File: src/rtl/seven_seg_scanner_if.sv
// Pin-side bundle for the multiplexed hex display scanner.
// master drives the display word and controls; slave is the scanner itself.
interface seven_seg_scanner_if #(
    parameter int N_DIGITS = 4
);
    logic [4*N_DIGITS-1:0] value_in;
    logic [N_DIGITS-1:0]   dp_in;
    logic                  load;
    logic                  lz_blank;
    logic                  enable;
    logic [7:0]            seg_out;
    logic [N_DIGITS-1:0]   dig_out;
    logic                  frame_done;

    modport master (
        output value_in, dp_in, load, lz_blank, enable,
        input  seg_out, dig_out, frame_done
    );

    modport slave (
        input  value_in, dp_in, load, lz_blank, enable,
        output seg_out, dig_out, frame_done
    );
endinterface

File: src/rtl/seven_seg_scanner.sv
// N-digit multiplexed hex display driver with tear-free frame-boundary commit.
// Latency: seg/dig registered one cycle behind the scan counters; frame_done marks the commit cycle.
// Backpressure: none; load is a fire-and-forget strobe, the last load before a frame boundary wins.
module seven_seg_scanner #(
    parameter int N_DIGITS       = 4,
    parameter int REFRESH_DIV    = 3000,
    parameter int BLANK_CYC      = 16,
    parameter bit SEG_ACTIVE_LOW = 1'b1,
    parameter bit DIG_ACTIVE_LOW = 1'b1
) (
    input logic               clk,
    input logic               rst_n,
    seven_seg_scanner_if.slave bus
);
    localparam int SLOT_W = $clog2(REFRESH_DIV);
    localparam int DIG_W  = (N_DIGITS > 1) ? $clog2(N_DIGITS) : 1;

    localparam logic [SLOT_W-1:0]   SLOT_LAST = SLOT_W'(REFRESH_DIV - 1);
    localparam logic [SLOT_W-1:0]   BLANK_END = SLOT_W'(BLANK_CYC);
    localparam logic [DIG_W-1:0]    DIG_LAST  = DIG_W'(N_DIGITS - 1);
    localparam logic [7:0]          SEG_OFF   = {8{SEG_ACTIVE_LOW}};
    localparam logic [N_DIGITS-1:0] DIG_OFF   = {N_DIGITS{DIG_ACTIVE_LOW}};

    typedef enum logic [1:0] {PH_OFF, PH_BLANK, PH_DRIVE} phase_t;

    logic [SLOT_W-1:0]     slot_cnt, slot_nxt;
    logic [DIG_W-1:0]      dig_idx, dig_nxt;
    logic [4*N_DIGITS-1:0] pending, shown;
    logic [N_DIGITS-1:0]   pending_dp, shown_dp;
    logic                  pend_valid;
    logic [7:0]            seg_q, seg_nxt;
    logic [N_DIGITS-1:0]   dig_q, dig_sel_nxt, dig_hot;
    logic                  frame_done_q, fd_nxt;
    logic [3:0]            nib;
    logic                  cur_dp, cur_dark, zero_above;
    phase_t                phase;

    function automatic logic [6:0] seg_decode(input logic [3:0] n);
        case (n)
            4'h0: seg_decode = 7'h3F;
            4'h1: seg_decode = 7'h06;
            4'h2: seg_decode = 7'h5B;
            4'h3: seg_decode = 7'h4F;
            4'h4: seg_decode = 7'h66;
            4'h5: seg_decode = 7'h6D;
            4'h6: seg_decode = 7'h7D;
            4'h7: seg_decode = 7'h07;
            4'h8: seg_decode = 7'h7F;
            4'h9: seg_decode = 7'h6F;
            4'hA: seg_decode = 7'h77;
            4'hB: seg_decode = 7'h7C;
            4'hC: seg_decode = 7'h39;
            4'hD: seg_decode = 7'h5E;
            4'hE: seg_decode = 7'h79;
            default: seg_decode = 7'h71;
        endcase
    endfunction

    always_ff @(posedge clk or negedge rst_n) begin
        if (!rst_n) begin
            slot_cnt     <= '0;
            dig_idx      <= '0;
            seg_q        <= SEG_OFF;
            dig_q        <= DIG_OFF;
            frame_done_q <= 1'b0;
        end else begin
            slot_cnt     <= slot_nxt;
            dig_idx      <= dig_nxt;
            seg_q        <= seg_nxt;
            dig_q        <= dig_sel_nxt;
            frame_done_q <= fd_nxt;
        end
    end

    always_comb begin
        phase       = PH_OFF;
        slot_nxt    = '0;
        dig_nxt     = '0;
        seg_nxt     = SEG_OFF;
        dig_sel_nxt = DIG_OFF;
        nib         = 4'h0;
        cur_dp      = 1'b0;
        cur_dark    = 1'b0;
        dig_hot     = '0;
        zero_above  = 1'b1;

        if (bus.enable) begin
            phase = (slot_cnt < BLANK_END) ? PH_BLANK : PH_DRIVE;
            if (slot_cnt == SLOT_LAST) begin
                dig_nxt = (dig_idx == DIG_LAST) ? '0 : dig_idx + DIG_W'(1);
            end else begin
                slot_nxt = slot_cnt + SLOT_W'(1);
                dig_nxt  = dig_idx;
            end
        end

        // Walk from the most significant digit so zero_above covers nibbles i..N-1.
        for (int i = N_DIGITS - 1; i >= 0; i--) begin
            zero_above = zero_above && (shown[4*i +: 4] == 4'h0);
            if (dig_idx == DIG_W'(i)) begin
                nib        = shown[4*i +: 4];
                cur_dp     = shown_dp[i];
                cur_dark   = bus.lz_blank && (i != 0) && zero_above;
                dig_hot[i] = 1'b1;
            end
        end

        if (phase == PH_DRIVE && !cur_dark) begin
            seg_nxt     = {cur_dp, seg_decode(nib)} ^ SEG_OFF;
            dig_sel_nxt = dig_hot ^ DIG_OFF;
        end

        fd_nxt = bus.enable && (slot_nxt == SLOT_LAST) && (dig_nxt == DIG_LAST);
    end

    // frame_done_q is high exactly while the counters sit on the frame's last cycle.
    always_ff @(posedge clk or negedge rst_n) begin
        if (!rst_n) begin
            pending    <= '0;
            pending_dp <= '0;
            pend_valid <= 1'b0;
            shown      <= '0;
            shown_dp   <= '0;
        end else if (frame_done_q && bus.enable) begin
            if (bus.load) begin
                shown      <= bus.value_in;
                shown_dp   <= bus.dp_in;
                pending    <= bus.value_in;
                pending_dp <= bus.dp_in;
            end else if (pend_valid) begin
                shown    <= pending;
                shown_dp <= pending_dp;
            end
            pend_valid <= 1'b0;
        end else if (bus.load) begin
            pending    <= bus.value_in;
            pending_dp <= bus.dp_in;
            pend_valid <= 1'b1;
        end
    end

    assign bus.seg_out    = seg_q;
    assign bus.dig_out    = dig_q;
    assign bus.frame_done = frame_done_q;
endmodule

File: src/flat_wrapper.sv
// flat-port wrapper written by rule: the top's interface ports become plain ports
module seven_seg_scanner_flat 
#(
    parameter int N_DIGITS       = 4,
    parameter int REFRESH_DIV    = 3000,
    parameter int BLANK_CYC      = 16,
    parameter bit SEG_ACTIVE_LOW = 1'b1,
    parameter bit DIG_ACTIVE_LOW = 1'b1
)
  (clk, rst_n, bus_value_in, bus_dp_in, bus_load, bus_lz_blank, bus_enable, bus_seg_out, bus_dig_out, bus_frame_done);
  seven_seg_scanner_if #(.N_DIGITS(N_DIGITS)) bus_i ();
  input logic clk;
  input logic rst_n;
  input wire logic [$bits(bus_i.value_in)-1:0] bus_value_in;
  input wire logic [$bits(bus_i.dp_in)-1:0] bus_dp_in;
  input wire logic [$bits(bus_i.load)-1:0] bus_load;
  input wire logic [$bits(bus_i.lz_blank)-1:0] bus_lz_blank;
  input wire logic [$bits(bus_i.enable)-1:0] bus_enable;
  output wire logic [$bits(bus_i.seg_out)-1:0] bus_seg_out;
  output wire logic [$bits(bus_i.dig_out)-1:0] bus_dig_out;
  output wire logic [$bits(bus_i.frame_done)-1:0] bus_frame_done;
  assign bus_i.value_in = bus_value_in;
  assign bus_i.dp_in = bus_dp_in;
  assign bus_i.load = bus_load;
  assign bus_i.lz_blank = bus_lz_blank;
  assign bus_i.enable = bus_enable;
  assign bus_seg_out = bus_i.seg_out;
  assign bus_dig_out = bus_i.dig_out;
  assign bus_frame_done = bus_i.frame_done;
  seven_seg_scanner #(.N_DIGITS(N_DIGITS), .REFRESH_DIV(REFRESH_DIV), .BLANK_CYC(BLANK_CYC), .SEG_ACTIVE_LOW(SEG_ACTIVE_LOW), .DIG_ACTIVE_LOW(DIG_ACTIVE_LOW)) u_core (.clk(clk), .rst_n(rst_n), .bus(bus_i));
endmodule
File: config.mk
export PLATFORM = sky130hd
export DESIGN_NAME = seven_seg_scanner_flat
export DESIGN_NICKNAME = d
export VERILOG_FILES = /design/src/rtl/seven_seg_scanner_if.sv /design/src/rtl/seven_seg_scanner.sv /design/src/flat_wrapper.sv
export SDC_FILE = /design/constraint.sdc
export NUM_CORES = 1
export LEC_CHECK = 0
export ABC_CLOCK_PERIOD_IN_PS = 2330
export CAP_MARGIN = 20
export CORE_ASPECT_RATIO = 1.75
export CORE_MARGIN = 3
export CORE_UTILIZATION = 40
export CTS_CLUSTER_DIAMETER = 30
export DETAILED_ROUTE_END_ITERATION = 8
export GPL_ROUTABILITY_DRIVEN = 0
export PLACE_DENSITY = 0.69
export SYNTH_ARGS = -nofsm -noshare
export SYNTH_HDL_FRONTEND = slang
export SYNTH_SLANG_ARGS = --single-unit
File: constraint.sdc
create_clock -name clk -period 2.33 [get_ports clk]
set_clock_uncertainty 0.05 [all_clocks]
set_input_delay 0.466 -clock clk [delete_from_list [all_inputs] [get_ports clk]]
set_output_delay 0.466 -clock clk [all_outputs]
set_load 0.05 [all_outputs]
# Word level (Yosys, flattened, before mapping)
# Memory sizes are Yosys's and may differ from the RTL's.
# Cells that the tools add are included.
[totals]
regBits = 68
latchBits = 0
ramBits = 0
romBits = 112
out_inout_bits = 13
n_memories = 1
[memory_table]
columns = ["memory", "depth", "width", "read_ports", "rd_clocked_by_memory_dff", "write_ports", "line_no", "rtl"]
rows = [
  ["(name not given)", 16, 7, 1, 0, 0, "seven_seg_scanner.sv:39", "case (n)"],
]
[classes]
add_sub_neg = 2
mul = 0
div = 0
n_lt_le_gt_ge = 1
eq_ne = 7
n_shift = 0
mux = 32
n_bitwise = 2
reduce_logical = 17
[op_table]
columns = ["operator", "n"]
rows = [
  ["16-bit two-way mux", 2],
  ["4-bit two-way mux", 7],
  ["12-bit equality test (second input constant)", 2],
  ["12-bit two-way mux", 2],
  ["1-bit two-way mux", 14],
  ["12-bit by 1-bit adder with 12-bit output (second input constant)", 1],
  ["4-bit logical NOT", 3],
  ["12-bit by 5-bit less-than comparator with 1-bit output (second input constant)", 1],
  ["2-bit two-way mux", 5],
  ["1-bit logical AND", 9],
  ["2-bit equality test (second input constant)", 4],
  ["8-bit two-way mux", 1],
  ["8-bit inverter", 1],
  ["7-bit two-way mux", 1],
  ["4-bit inverter", 1],
  ["2-bit nonzero test", 2],
  ["2-bit by 1-bit adder with 2-bit output (second input constant)", 1],
  ["2-bit by 1-bit equality test with 1-bit output (second input constant)", 1],
  ["2-bit logical NOT", 1],
  ["2-bit AND reduction", 1],
  ["1-bit logical NOT", 1],
]

# Longest topological paths before layout
# Gate-level depths: netlist of the first run.
[depth]
word_depth = 11
ltp_mapped = 12
depth_no_buf = 11

# Worst setup path before layout of the first run
# No wires, ideal clock.
[synth_path]
path_kind = "register to register"
start = "register u_core.dig_idx[0]"
end = "register u_core.seg_q[1], in the netlist u_core.bus.seg_out[1]"
arrival_time_ns = 2.192
slack_ns = 0.006
path_stages_with_launch = 11
path_buffers = 1
synth_period_minus_slack_ns = 2.324
path_cell_list = "dfrtp_1 -> inv_1 -> ha_1 -> buf_2 -> nand3b_1 -> a221oi_1 -> nor2_1 -> ha_1 -> nor2_1 -> or3b_1 -> o211ai_1"
[synth_between]
elab_chain_len = 9
elab_cells_between_ends = 18
classes_between = "eq/ne (3); mux (10); bitwise (1); reduce/logical (3); memory (1)"
[synth_lines]
columns = ["item", "line_no", "rtl"]
rows = [
  ["start, declared", "seven_seg_scanner.sv:27", "logic [DIG_W-1:0] dig_idx, dig_nxt;"],
  ["start signal, assigned", "seven_seg_scanner.sv:68", "dig_idx <= dig_nxt;"],
  ["2-bit equality test", "seven_seg_scanner.sv:100", "if (dig_idx == DIG_W'(i)) begin"],
  ["4-bit two-way mux (4 in series)", "seven_seg_scanner.sv:100", ""],
  ["memory 16 x 7 bit", "--", ""],
  ["7-bit two-way mux", "seven_seg_scanner.sv:108", "if (phase == PH_DRIVE && !cur_dark) begin"],
  ["8-bit inverter (no line)", "--", ""],
  ["8-bit two-way mux (*)", "seven_seg_scanner.sv:108", ""],
  ["net u_core.seg_nxt[1]", "seven_seg_scanner.sv:31", "logic [7:0] seg_q, seg_nxt;"],
  ["end signal, assigned", "seven_seg_scanner.sv:69", "seg_q <= seg_nxt;"],
  ["end, declared", "seven_seg_scanner.sv:31", ""],
]
# Mark *: on every way through the listed nets, which the timed path passes. The rest lies on a longest branch. The select of a mux whose other input is x is not followed.
# A chain may end at the register's enable or synchronous reset.

# Worst setup path in the final report of the first run
# Ends and elaborated chain as after synthesis.

==> results of run 1 <==
[power by group through the flow]
stage	Clock, mW	Combinational, mW	Sequential [mW]
after floorplan	0	0.0626	1.25
after global placement	0	0.149	1.25
after detailed placement	0	0.150	1.26
after CTS	1.66	0.151	1.24
after global routing	1.72	0.164	1.24
final	1.63	0.146	1.24
[sequential cells by signal (all words and copies together) (netlist names)]
name                   cells
u_core.bus.frame_done      1
u_core.bus.dig_out         4
u_core.dig_idx             2
u_core.pending            16
u_core.pending_dp          4
u_core.bus.seg_out         8
u_core.shown              16
u_core.shown_dp            4
u_core.slot_cnt           12
u_core.pend_valid          1
[stage by stage]
stage               instance area (um^2)  total power [mW]  setup WS, ns
finish                              4190              3.01        0.0907
global route                        4190              3.13       0.00710
CTS                                 4150              3.05        0.0753
detailed placement                  3770              1.41        0.0114
global placement                    3770              1.40        0.0746
floorplan                           3230              1.31       0.00603
[synthesized netlist by cell type (3+ instances only)]
cell	instances	area, um^2
dfrtp_1	56	1400
mux2_2	37	417
nor2_1	25	93.8
nand2_1	18	67.6
dfstp_2	12	315
ha_1	12	150
a21oi_1	11	55.1
inv_1	10	37.5
xnor2_1	8	70.1
buf_2	7	35.0
nand3_1	5	25.0
nor2b_1	5	31.3
o211ai_1	5	37.5
a211oi_1	4	30.0
nand3b_1	4	30.0
nand4_1	4	25.0
xor2_1	4	35.0
nand2b_1	3	18.8
o21ai_0	3	15.0
[cell families (layout without fill, tap and decap cells)]
group,Yosys count,in the layout,synth area share
compound gates,37,37,0.0829
xor+xnor,12,12,0.0325
fa+ha+maj,12,12,0.0465
buf+inv,23,80,0.0352
flops,68,68,0.531
mux,39,39,0.135
simple gates,83,83,0.137
[per-layer routing]
layer  vias to the layer above  GRT usage  routed length [um]
met1                      1085      0.172                2450
met4                         0     0.0875                 211
met3                        17     0.0428                 240
met5                         -          0                   0
met2                        52      0.255                3440
li1                       1069          -                   -
[worst max-delay path: stages, from the launching register on]
cell and delay, ns:
dfrtp_1 0.38, inv_1 0.08, ha_2 0.21, nand3b_1 0.18, a221oi_2 0.30, nor2_2 0.11
ha_1 0.31, nor2_1 0.05, or3b_1 0.38, o211ai_1 0.10
[layout make-up]
class | instances | share of cell area
Clock buffer | 13 | 0.0669
Sequential cell | 68 | 0.410
Clock inverter | 3 | 0.0215
Timing Repair Buffer | 54 | 0.124
Inverter | 10 | 0.00896
Tap cell | 88 | 0.0263
Multi-Input combinational cell | 183 | 0.343
[worst max-delay path by stage]
stage	slack, ns	cells after the start	startpoint	end
floorplan	0.006	10	u_core.dig_idx[0]$_DFF_PN0_	u_core.bus.seg_out[1]$_DFF_PN1_
global placement	0.07	9	u_core.dig_idx[0]$_DFF_PN0_	u_core.bus.seg_out[1]$_DFF_PN1_
detailed placement	0.01	9	u_core.dig_idx[1]$_DFF_PN0_	u_core.bus.seg_out[1]$_DFF_PN1_
CTS	0.08	9	u_core.dig_idx[0]$_DFF_PN0_	u_core.bus.seg_out[1]$_DFF_PN1_
global route	0.007	9	u_core.dig_idx[0]$_DFF_PN0_	u_core.bus.seg_out[1]$_DFF_PN1_
finish	0.09	9	u_core.dig_idx[0]$_DFF_PN0_	u_core.bus.seg_out[1]$_DFF_PN1_
[cells in the final DEF, fill, tap and decap left out, types with 5 or more instances in the layout]
cell type        count
dfrtp_1             56
mux2_2              37
clkdlybuf4s50_1     36
nor2_1              24
nand2_1             18
buf_4               15
dfstp_2             12
a21oi_1             11
inv_1               10
ha_1                 9
clkbuf_16            9
xnor2_1              8
nand3_1              5
nor2b_1              5
o211ai_1             5
[repair_timing]
item / CTS / global route
resized for setup: 3 / 5
hold endpoints to repair: 0 / 0
buffers inserted: 0 / 2
pin swaps: 0 / 1
setup endpoints to repair: 1 / 4
==> impl_metrics.env, run 1 <==
export IMPL_hold_ws_ns=0.0905
export IMPL_initial_utilization=0.418
export IMPL_p_switching_mw=0.550
export IMPL_nFillCells=642
export IMPL_syn_nets=311
export IMPL_drt_iter0_drc=113
export IMPL_p_int_mw=2.46
export IMPL_grt_pass1_wl_um=10800
export IMPL_synth_edf_count=0
export IMPL_grt_pass1_vias=2257
export IMPL_worstMarginPinSlew_ns=0.492
export IMPL_p_comb_frac=0.048
export IMPL_num_vias=2223
export IMPL_status="complete, no violations"
export IMPL_netlist_instances=274
export IMPL_antenna_found_initial=0
export IMPL_pwr_share_seq=0.410
export IMPL_die_area_um2=9240
export IMPL_netlist_area_um2=3230
export IMPL_grt_max_degree=69
export IMPL_stdcell_count=419
export IMPL_clk_latency_ns=0.33
export IMPL_vias_per_cell=5.31
export IMPL_irDropWorstVdd_mv=0.414
export IMPL_drc=0
export IMPL_pin_count=38
export IMPL_grt_setup_unrepaired="no"
export IMPL_cts_reportedPaths_clkPinSlew_ns=0.05
export IMPL_cts_hold_buf=0
export IMPL_wl_per_cell_um=15.1
export IMPL_max_slew_margin_rel=0.671
export IMPL_ys_ff_latch=68
export IMPL_ys_types=51
export IMPL_cp_max_fo=5
export IMPL_first_pass_iters=4
export IMPL_cts_sinks=68
export IMPL_power_leakage_nw=1.80
export IMPL_worstSetupStartpointType="register"
export IMPL_cts_made_buffers=9
export IMPL_die_x_um=73.9
export IMPL_r2r_slack_ns=0.09
export IMPL_synth_seq_area_share=0.531
export IMPL_synthArstFlopShare=1.00
export IMPL_maxSlewViolCount=0
export IMPL_port_buffers=37
export IMPL_required_ns=2.53
export IMPL_cts_buffer_depth=2
export IMPL_fmax_mhz=447
export IMPL_area_growth_pct=29.7
export IMPL_hp_class="input pin to async pin"
export IMPL_fin_util=0.542
export IMPL_swShare=0.183
export IMPL_coreArea_um2=7720
export IMPL_grt_overflow_total=0
export IMPL_report_final_hold_viol_count=0
export IMPL_worstSetupPathType="register to register"
export IMPL_min_period_over_period=0.961
export IMPL_final_nets=363
export IMPL_reg2reg_to="u_core.bus.seg_out[1]$_DFF_PN1_"
export IMPL_timing_rr_start="u_core.dig_idx[0]$_DFF_PN0_"
export IMPL_grtUsageTotal=0.154
export IMPL_period_minus_slack_ns=2.24
export IMPL_rows=42
export IMPL_h_tree_depth=3
export IMPL_cp_end_kind="register"
export IMPL_fin_setup_tns_ns=0
export IMPL_yosysWarnings=0
export IMPL_dp_hpwl_um=4590
export IMPL_clockPowerShare=0.541
export IMPL_cts_tree="done"
export IMPL_drive_above_1_share=0.290
export IMPL_cts_root_buffer="clkbuf_16"
export IMPL_reg2reg_depth=9
export IMPL_n_antenna_cell=0
export IMPL_cp_arrival_ns=2.44
export IMPL_multi_input_area_um2=1440
export IMPL_maxCapViolCount=0
export IMPL_ant_nets=0
export IMPL_avgSynthCellArea_um2=11.8
export IMPL_finalSetupViolations=0
export IMPL_power_density_nw_per_um2=719
export IMPL_synthFlopType="dfrtp_1"
export IMPL_regArea_um2=1720
export IMPL_dp_cells=401
export IMPL_wl_um=6350
export IMPL_fp_dieH_um=125
(Power assumes the default switching activity.)
==> run 2, diff against run 1 <==
- CORE_MARGIN: 3 -> unset
==> run 2 against run 1 <==
Effect of this change:
- die area fell by 8.4%
- register-to-register slack barely moved
- largest power group unchanged
- sequential cell count did not move
==> impl_metrics.env, run 2 (synthesis results as in run 1) <==
export IMPL_status="complete, no violations"
export IMPL_dpl_worst_slack_ns=-0.0564
export IMPL_cp_arrival_ns=2.46
export IMPL_max_slew_margin_rel=0.635
export IMPL_wl_um=6560
export IMPL_maxCapViolCount=0
export IMPL_mostFrequentLayoutCell="dfrtp_1"
export IMPL_vias_per_cell=5.35
export IMPL_fmax_mhz=444
export IMPL_worstSetupStartpointType="register"
export IMPL_grtUsageTotal=0.171
export IMPL_stdcell_count=425
export IMPL_drive_above_1_share=0.316
export IMPL_rows=43
export IMPL_grt_pass1_wl_um=10900
export IMPL_dp_hpwl_um=4740
export IMPL_hp_class="input pin to async pin"
export IMPL_timing_rr_start="u_core.dig_idx[0]$_DFF_PN0_"
export IMPL_grt_max_degree=47
export IMPL_cts_sinks=68
export IMPL_num_vias=2274
export IMPL_drt_iter0_drc=63
export IMPL_r2r_slack_ns=0.08
export IMPL_cp_endpoint="u_core.bus.seg_out[1]$_DFF_PN1_"
export IMPL_worstSetupPathType="register to register"
export IMPL_nFillCells=671
export IMPL_antenna_found_initial=0
export IMPL_wl_per_cell_um=15.4
export IMPL_reg2reg_to="u_core.bus.seg_out[1]$_DFF_PN1_"
export IMPL_reg_top3="u_core.pending (16), u_core.shown (16), u_core.slot_cnt (12)"
export IMPL_startpoint="u_core.dig_idx[0]$_DFF_PN0_"
export IMPL_cp_max_fo=6
export IMPL_h_tree_depth=3
export IMPL_dp_cells=401
export IMPL_final_nets=367
export IMPL_finalWorstSetupSlack_ns=0.0776
export IMPL_power_leakage_nw=1.81
export IMPL_worstMarginPinSlew_ns=0.547
export IMPL_irDropWorstVdd_mv=0.384
export IMPL_required_ns=2.53
export IMPL_coreArea_um2=7860
export IMPL_cts_root_buffer="clkbuf_16"
export IMPL_clk_latency_ns=0.33
export IMPL_layout_common_cells="dfrtp_1 (55), mux2_2 (37), clkdlybuf4s50_1 (36)"
export IMPL_min_period_over_period=0.967
export IMPL_cp_end_kind="register"
export IMPL_cts_reportedPaths_clkPinSlew_ns=0.06
export IMPL_pin_count=38
export IMPL_cts_made_buffers=9
export IMPL_maxSlewViolCount=0
export IMPL_die_area_um2=8460
export IMPL_die_x_um=69.9
export IMPL_initial_utilization=0.411
export IMPL_port_buffers=37
export IMPL_power_density_nw_per_um2=730
export IMPL_reg2reg_depth=9
export IMPL_cts_tree="done"
export IMPL_area_growth_pct=32.7
export IMPL_report_final_hold_viol_count=0
export IMPL_n_antenna_cell=0
export IMPL_finalSetupViolations=0
export IMPL_ant_nets=0
export IMPL_grt_overflow_total=0
export IMPL_period_minus_slack_ns=2.25
export IMPL_total_power_mw=3.13
export IMPL_drc=0
export IMPL_fp_dieH_um=121
export IMPL_first_pass_iters=4
export IMPL_grt_pass1_vias=2292
export IMPL_cts_buffer_depth=2
==> run 2: cell count changes in the layout (fill, tap and decap cells not counted), moves of 2 or more <==
cell	change
buf_4	+4
bufinv_16	+2
clkbuf_8	-4
ha_1	-2
ha_4	+3
inv_1	-3
inv_2	+2
==> run 2: through the flow <==
step | TNS (ns) | hold slack (ns) | utilization | instance area [um^2]
floorplan | 0 | 0.120 | - | 3230
global route | -0.0643 | 0.114 | 0.546 | 4290
global placement | 0 | 0.432 | 0.478 | 3760
detailed placement | -0.0901 | 0.438 | 0.478 | 3760
CTS | 0 | 0.0802 | 0.531 | 4170
finish | 0 | 0.0649 | 0.546 | 4290
==> run 2: how the worst min path moves through the flow <==
stage,start,end,slack (ns),depth (start not counted)
2_1_floorplan,rst_n,u_core.bus.frame_done$_DFF_PN0_,0.12,0
3_3_place_gp,u_core.pending[10]$_DFFE_PN0P_,u_core.pending[10]$_DFFE_PN0P_,0.43,1
3_5_place_dp,rst_n,u_core.pending_dp[1]$_DFFE_PN0P_,0.44,1
4_1_cts,rst_n,u_core.pending_dp[1]$_DFFE_PN0P_,0.08,1
5_1_grt,rst_n,u_core.pending_dp[0]$_DFFE_PN0P_,0.11,1
6_report,rst_n,u_core.pending_dp[1]$_DFFE_PN0P_,0.06,1
==> run 2: where the power goes <==
| part | total, mW | internal (mW) | switching, mW |
|---|---|---|---|
| Clock | 1.75 | 1.26 | 0.488 |
| Sequential | 1.24 | 1.22 | 0.0151 |
| Combinational | 0.146 | 0.0799 | 0.0664 |
==> run 2: cell type report <==
type	instances	area, um^2	share of cell area
repair buffers	58	548	0.128
multi-input cells	183	1480	0.345
well taps	90	113	0.0263
inverters	10	40.0	0.00934
clock inverters	7	163	0.0379
clock buffers	9	225	0.0525
flip-flops and latches	68	1720	0.401
==> run 2: worst max-delay path, stage by stage, from the launching register on <==
cell	delay (ns)
dfrtp_1	0.44
buf_4	0.17
ha_4	0.17
buf_4	0.15
a221oi_4	0.31
nor2_2	0.08
ha_1	0.31
nor2_1	0.05
or3b_1	0.35
o211ai_1	0.10
==> run 2: per-layer routing <==
metal	vias to the layer above	wire length (um)	GRT usage
met5	-	0	0
met4	0	189	0.0938
met3	13	211	0.0449
met2	46	3700	0.316
met1	1140	2460	0.171
li1	1075	-	-
==> run 2: repair_timing <==
| action | CTS | global route |
|---|---|---|
| resized for setup | 3 | 17 |
| setup buffers | 2 | 7 |
| hold buffers | 0 | 0 |
| endpoints found under the setup margin | 4 | 5 |
| pin swaps | 0 | 8 |
| endpoints found under the hold margin | 0 | 0 |
